## src/rtl/slurm32_cpu_pkg.sv

```systemverilog
// Shared SLURM32 core types and constants used by the fetch unit.
package slurm32_cpu_pkg;

  localparam int INSN_W = 32;
  localparam int ADDR_W = 32;

  localparam logic [INSN_W-1:0] NOP_INSN          = 32'h0000_0000;
  localparam logic [ADDR_W-1:0] DEFAULT_RESET_VEC = 32'h0000_0000;

  function automatic logic [ADDR_W-1:0] word_align(input logic [ADDR_W-1:0] addr);
    return addr & ~ADDR_W'(3);
  endfunction

endpackage

```

## src/rtl/fetch_fifo.sv

```systemverilog
// Prefetch FIFO of {pc, insn} pairs; clear overrides push and pop on the same edge.
module fetch_fifo
  import slurm32_cpu_pkg::*;
#(
  parameter int FIFO_DEPTH = 4
) (
  input  logic                        CLK,
  input  logic                        RSTb,
  input  logic                        push,
  input  logic                        pop,
  input  logic                        clear,
  input  logic [ADDR_W-1:0]           push_pc,
  input  logic [INSN_W-1:0]           push_insn,
  output logic [$clog2(FIFO_DEPTH):0] count,
  output logic [ADDR_W-1:0]           head_pc,
  output logic [INSN_W-1:0]           head_insn
);

  localparam int PTR_W = $clog2(FIFO_DEPTH);
  localparam int CNT_W = PTR_W + 1;

  logic [ADDR_W-1:0] pc_mem   [FIFO_DEPTH];
  logic [INSN_W-1:0] insn_mem [FIFO_DEPTH];
  logic [PTR_W-1:0]  rd_ptr;
  logic [PTR_W-1:0]  wr_ptr;

  always_ff @(posedge CLK) begin
    if (!RSTb || clear) begin
      rd_ptr <= '0;
      wr_ptr <= '0;
      count  <= '0;
    end else begin
      if (push) wr_ptr <= wr_ptr + PTR_W'(1);
      if (pop)  rd_ptr <= rd_ptr + PTR_W'(1);
      count <= count + CNT_W'(push) - CNT_W'(pop);
    end
  end

  // Storage is not reset; count gates visibility of the entries.
  always_ff @(posedge CLK) begin
    if (push && !clear) begin
      pc_mem[wr_ptr]   <= push_pc;
      insn_mem[wr_ptr] <= push_insn;
    end
  end

  assign head_pc   = pc_mem[rd_ptr];
  assign head_insn = insn_mem[rd_ptr];

endmodule

```

## src/rtl/cpu_fetch.sv

```systemverilog
// SLURM32 instruction fetch: credit-limited in-order reads, prefetch FIFO, branch flush.
// Optional stall counter port fetch_stall_cnt is enabled by SLURM32_FETCH_STALL_COUNT_EN.
module cpu_fetch
  import slurm32_cpu_pkg::*;
#(
  parameter logic [ADDR_W-1:0] RESET_VEC  = DEFAULT_RESET_VEC,
  parameter int                FIFO_DEPTH = 4
) (
  input  logic              CLK,
  input  logic              RSTb,
  output logic [ADDR_W-1:0] mem_addr,
  output logic              mem_rd_req,
  input  logic              mem_rd_gnt,
  input  logic              mem_rd_valid,
  input  logic [INSN_W-1:0] mem_rd_data,
  output logic [INSN_W-1:0] instruction,
  output logic [ADDR_W-1:0] instr_pc,
  output logic              instr_valid,
  input  logic              instr_ready,
  input  logic              branch_take,
  input  logic [ADDR_W-1:0] branch_target
`ifdef SLURM32_FETCH_STALL_COUNT_EN
  ,
  output logic [31:0]       fetch_stall_cnt
`endif
);

  localparam int CNT_W = $clog2(FIFO_DEPTH) + 1;
  localparam int SUM_W = CNT_W + 2;

  logic [CNT_W-1:0]  fifo_count, outstanding, drop_cnt;
  logic [CNT_W-1:0]  count_n, outstanding_n, drop_n;
  logic [SUM_W-1:0]  credit_used;
  logic [ADDR_W-1:0] fetch_pc, fetch_pc_n, ret_pc, head_pc;
  logic [INSN_W-1:0] head_insn;
  logic              stale_req, grant, ret, dropping, push, pop, req_hold, req_n;

  assign grant    = mem_rd_req & mem_rd_gnt;
  assign ret      = mem_rd_valid & (outstanding != '0);
  assign dropping = ret & (drop_cnt != '0);
  assign push     = ret & ~dropping & ~branch_take;
  assign pop      = instr_valid & instr_ready & ~branch_take;
  assign req_hold = mem_rd_req & ~mem_rd_gnt;

  fetch_fifo #(.FIFO_DEPTH(FIFO_DEPTH)) u_fifo (
    .CLK       (CLK),
    .RSTb      (RSTb),
    .push      (push),
    .pop       (pop),
    .clear     (branch_take),
    .push_pc   (ret_pc),
    .push_insn (mem_rd_data),
    .count     (fifo_count),
    .head_pc   (head_pc),
    .head_insn (head_insn)
  );

  assign instr_valid = (fifo_count != '0);
  assign instruction = instr_valid ? head_insn : NOP_INSN;
  assign instr_pc    = instr_valid ? head_pc : '0;

  // A grant for a request raised before a branch is owed a return that must be dropped.
  always_comb begin
    outstanding_n = outstanding + CNT_W'(grant) - CNT_W'(ret);
    count_n       = branch_take ? '0 : fifo_count + CNT_W'(push) - CNT_W'(pop);
    if (branch_take) begin
      drop_n     = drop_cnt + outstanding_n;
      fetch_pc_n = word_align(branch_target);
    end else begin
      drop_n     = drop_cnt - CNT_W'(dropping) + CNT_W'(grant & stale_req);
      fetch_pc_n = (grant & ~stale_req) ? fetch_pc + ADDR_W'(4) : fetch_pc;
    end
    credit_used = SUM_W'(count_n) + SUM_W'(outstanding_n) + SUM_W'(drop_n);
    req_n       = req_hold | (credit_used < SUM_W'(FIFO_DEPTH));
  end

  always_ff @(posedge CLK) begin
    if (!RSTb) begin
      mem_rd_req  <= 1'b0;
      mem_addr    <= '0;
      fetch_pc    <= word_align(RESET_VEC);
      ret_pc      <= word_align(RESET_VEC);
      outstanding <= '0;
      drop_cnt    <= '0;
      stale_req   <= 1'b0;
    end else begin
      mem_rd_req  <= req_n;
      if (req_n && !req_hold) mem_addr <= fetch_pc_n;
      fetch_pc    <= fetch_pc_n;
      outstanding <= outstanding_n;
      drop_cnt    <= drop_n;
      stale_req   <= branch_take ? req_hold : (stale_req & ~grant);
      if (branch_take)
        ret_pc <= word_align(branch_target);
      else if (push)
        ret_pc <= ret_pc + ADDR_W'(4);
    end
  end

`ifdef SLURM32_FETCH_STALL_COUNT_EN
  always_ff @(posedge CLK) begin
    if (!RSTb)
      fetch_stall_cnt <= '0;
    else if (instr_ready && !instr_valid && (fetch_stall_cnt != '1))
      fetch_stall_cnt <= fetch_stall_cnt + 32'd1;
  end
`endif

endmodule
```

## config.mk

```make
export PLATFORM = sky130hd
export DESIGN_NAME = cpu_fetch
export DESIGN_NICKNAME = d
export VERILOG_FILES = /design/src/rtl/slurm32_cpu_pkg.sv /design/src/rtl/fetch_fifo.sv /design/src/rtl/cpu_fetch.sv
export SDC_FILE = /design/constraint.sdc
export NUM_CORES = 1
export LEC_CHECK = 0
export ABC_AREA = 1
export BUFFER_PORTS_ARGS = -buffer_cell sky130_fd_sc_hd__buf_2
export CORE_MARGIN = 3
export CORE_UTILIZATION = 40
export DETAILED_ROUTE_END_ITERATION = 8
export PLACE_DENSITY = 0.56
export SLEW_MARGIN = 15
export SYNTH_ARGS = -nofsm -noshare
export SYNTH_HDL_FRONTEND = slang
export SYNTH_HIERARCHICAL = 1
export SYNTH_SLANG_ARGS = --single-unit
export TNS_END_PERCENT = 20
```

## constraint.sdc

```tcl
create_clock -name CLK -period 4.09 [get_ports CLK]
set_clock_uncertainty 0.05 [all_clocks]
set_input_delay 0.2045 -clock CLK [delete_from_list [all_inputs] [get_ports CLK]]
set_output_delay 0.2045 -clock CLK [all_outputs]
set_load 0.01 [all_outputs]
```

==> flow_summary.yaml <==
outcome:
  status: "finished with violations"
  violations: "negative setup slack"
critical_path:
  arrival_ps: 4890
  crit_required_ps: 4530
  crit_fanout: 7
  path_delay_family: "adder cells"
  critPathSlowestCell: "fa_1"
  worstSetupStartpoint: "outstanding[1]$_SDFF_PN0_"
  crit_path_end: "mem_addr[15]$_SDFFE_PN0P_"
  rr_startpoint: "outstanding[1]$_SDFF_PN0_"
  crit_path_start_kind: "register"
  crit_buf_inv: 6
  crit_chain: "nor2_2, nand2_1, nand2_2, inv_2, ha_4, inv_2, ha_4, inv_4, fa_2, fa_2, xor2_1, xor2_1, mux2i_1, fa_1, inv_2, fa_2, xor2_2, nand4_1, nor2_4, buf_6, clkbuf_16, o21ai_0, nor2_1"
  reg2reg_depth: 23
  crit_cells: 23
  cp-end-kind: "register"
  worst_path_largest_cell_delay_ps: 560
  critical_path_class: "register to register"
  rr_endpoint: "mem_addr[15]$_SDFFE_PN0P_"
  reg2reg_slack_ps: -360
sta:
  setup_viol: 32
  hold_violations: 0
  finalMaxSlewViolations: 0
  relSlewSlack_pct: 33.4
  worstMarginPinSlew_ps: 998
  timing.fmax_mhz: 225
  fin_tns_setup_ps: -10260
  setup_slack_ps: -360
  rsz0062_at_grt: "true"
  post-route-period-util_pct: 109
  fin_crit_ps: 4450
power:
  power_density_nw_per_um2: 636
  p_leak_uw: 0.00821
  power_uw: 12900
  ir_drop_v: 0.00113
synthesis:
  syn_inst: 1815
  synth_edf_count: 256
  netlist-cell-type-count: 49
  synth-seq-area-share_pct: 59.6
  yosysWarnings: 6
  synth_area_per_cell_um2: 9.17
  async_flop_share_pct: 0
  synth-seq-cells: 367
  syn_area_um2: 16600
  synth_top_flop_cell: "edfxtp_1"
final_layout:
  post_route_cells_drive_above_1_share_pct: 16.1
  layout_common_cells: "397 x nor2_1, 256 x edfxtp_1, 245 x nand2_1"
  final_common_cell: "nor2_1"
  area_growth_pct: 21.6
  fin_nets: 2143
  diodes: 0
die:
  io_pins: 168
  core_area_um2: 40900
  die_w_um: 210
  die_y_um: 210
  start_util_pct: 40.7
  die_area_um2: 44100
  rows: 74
clocking:
  path_clk_slew_ps: 60
  clk_latency_ps: 560
  htreeDepth: 2
  cts_tree: "yes"
  cts_sinks: 367
  cts_root_buffer: "clkbuf_16"
  numCtsBuffers: 40
  clockBufferDepth: 3
placement:
  dp_slack_ps: -398
  place_congestion: 0.879
  dp_hpwl_um: 25800
  io_buffers: 165
routing:
  wl_per_cell_um: 15.8
  via_count: 12800
  ant_nets: 0
  drtIter0Drc: 717
  dr.pass1.iters: 5
  viasPerCell: 4.90
  route.detailed.drc: 0
  drt-total-wl_um: 41300
global_route:
  grt_usage_pct: 18.5
  grt_pass1_wl_um: 65500
  grt_max_degree: 81
  grt_overflow: 0
  antenna_found_initial: 0
  grt_pass1_vias: 12100
run:
  cap_violations: 0
worst_hold_path:
  min_path_type: "primary input to register"
[metrics by stage]
step	utilization, %	hold WS [ps]	cell area, um^2	cells
final	49.4	41.6	20200	2612
after global routing	49.4	30.5	20200	2612
after CTS	49.3	9.33	20200	2611
after detailed placement	44.4	370	18200	2473
after global placement	44.4	370	18200	2473
after floorplan	-	253	16700	1822
[where the power goes]
group          leakage [uW]  internal [uW]  switching [uW]  total, uW
Clock              0.000638           2150            1470       3620
Sequential          0.00324           4290             191       4480
Combinational       0.00434           2010            2750       4760
[how the worst min path moves through the flow]
stage | from | to | cells after the start
global placement | mem_rd_data[11] | u_fifo/insn_mem[2][11]$_DFFE_PP_ | 1
floorplan | mem_rd_data[0] | u_fifo/insn_mem[0][0]$_DFFE_PP_ | 0
global route | branch_target[30] | fetch_pc[30]$_SDFF_PN0_ | 3
detailed placement | mem_rd_data[11] | u_fifo/insn_mem[2][11]$_DFFE_PP_ | 1
finish | branch_target[30] | fetch_pc[30]$_SDFF_PN0_ | 3
CTS | branch_target[30] | fetch_pc[30]$_SDFF_PN0_ | 3
[final cells by class]
class,instances,area (um^2)
clock buffers,49,1040
clock inverters,25,278
fillers,3831,20700
inverters,197,747
multi-input cells,1179,5740
flip-flops and latches,367,9920
well taps,532,666
repair buffers,263,1840
[flip-flops by register name (all words and copies together) (netlist names), named ones only]
name and cells:
u_fifo/insn_mem 128, fetch_pc 32, u_fifo/rd_ptr 2, stale_req 1, u_fifo/pc_mem 128, u_fifo/count 3, mem_rd_req 1, drop_cnt 3
ret_pc 30, outstanding 3, u_fifo/wr_ptr 2, mem_addr 32
[synthesized netlist by cell type, types with 3 or more instances]
cell | n | area, um^2
nand3_2 | 4 | 40.0
ha_1 | 17 | 213
fa_1 | 8 | 160
nand3b_1 | 3 | 22.5
xor2_1 | 13 | 114
a31oi_1 | 9 | 56.3
or2_2 | 4 | 25.0
xnor2_1 | 3 | 26.3
nor2_1 | 405 | 1520
clkbuf_1 | 39 | 146
nand4_1 | 12 | 75.1
dfxtp_1 | 111 | 2220
edfxtp_1 | 256 | 7690
a21oi_1 | 54 | 270
buf_4 | 9 | 67.6
or2_1 | 3 | 18.8
buf_2 | 25 | 125
nand2_2 | 4 | 25.0
buf_6 | 4 | 45.0
inv_2 | 6 | 22.5
inv_1 | 189 | 709
o21ai_1 | 141 | 706
nor3_1 | 13 | 65.1
nand2_1 | 248 | 931
nand3_1 | 77 | 385
o21bai_1 | 8 | 60.1
o21ai_0 | 106 | 531
nor2_4 | 7 | 78.8
nor2_2 | 11 | 68.8
[kinds of logic (layout without fill, tap and decap cells)]
family / count (synthesis) / after routing / synth area share, %
AOI/OAI and AO/OA: 328 / 328 / 10.2
other: 1 / 8 / 0.0225
buffers and inverters: 276 / 534 / 6.81
and+or+nand+nor: 801 / 801 / 20.2
adders and majority gates: 25 / 25 / 2.24
muxes: 1 / 1 / 0.0602
xor gates and xnor gates: 16 / 16 / 0.842
DFF: 367 / 367 / 59.6
[what timing repair did]
item                                   CTS  global route
hold buffers                            60             0
setup endpoints to repair               33            33
pin swaps                               10            21
endpoints found under the hold margin  169             0
resized for setup                        7            25
setup buffers                            3             1
cloned                                   1             1
[metal layers]
metal,part of all wire [%],global-route usage [%]
met4,2.6,6.17
met2,47,30.3
met3,5.0,2.78
met1,46,25.5
met5,0,0
[tightest hold or removal path, stage by stage]
cell and delay (ps):
buf_2 100, nand2_1 190, a21oi_1 100
Note: power is estimated with default switching activity, not from simulation.
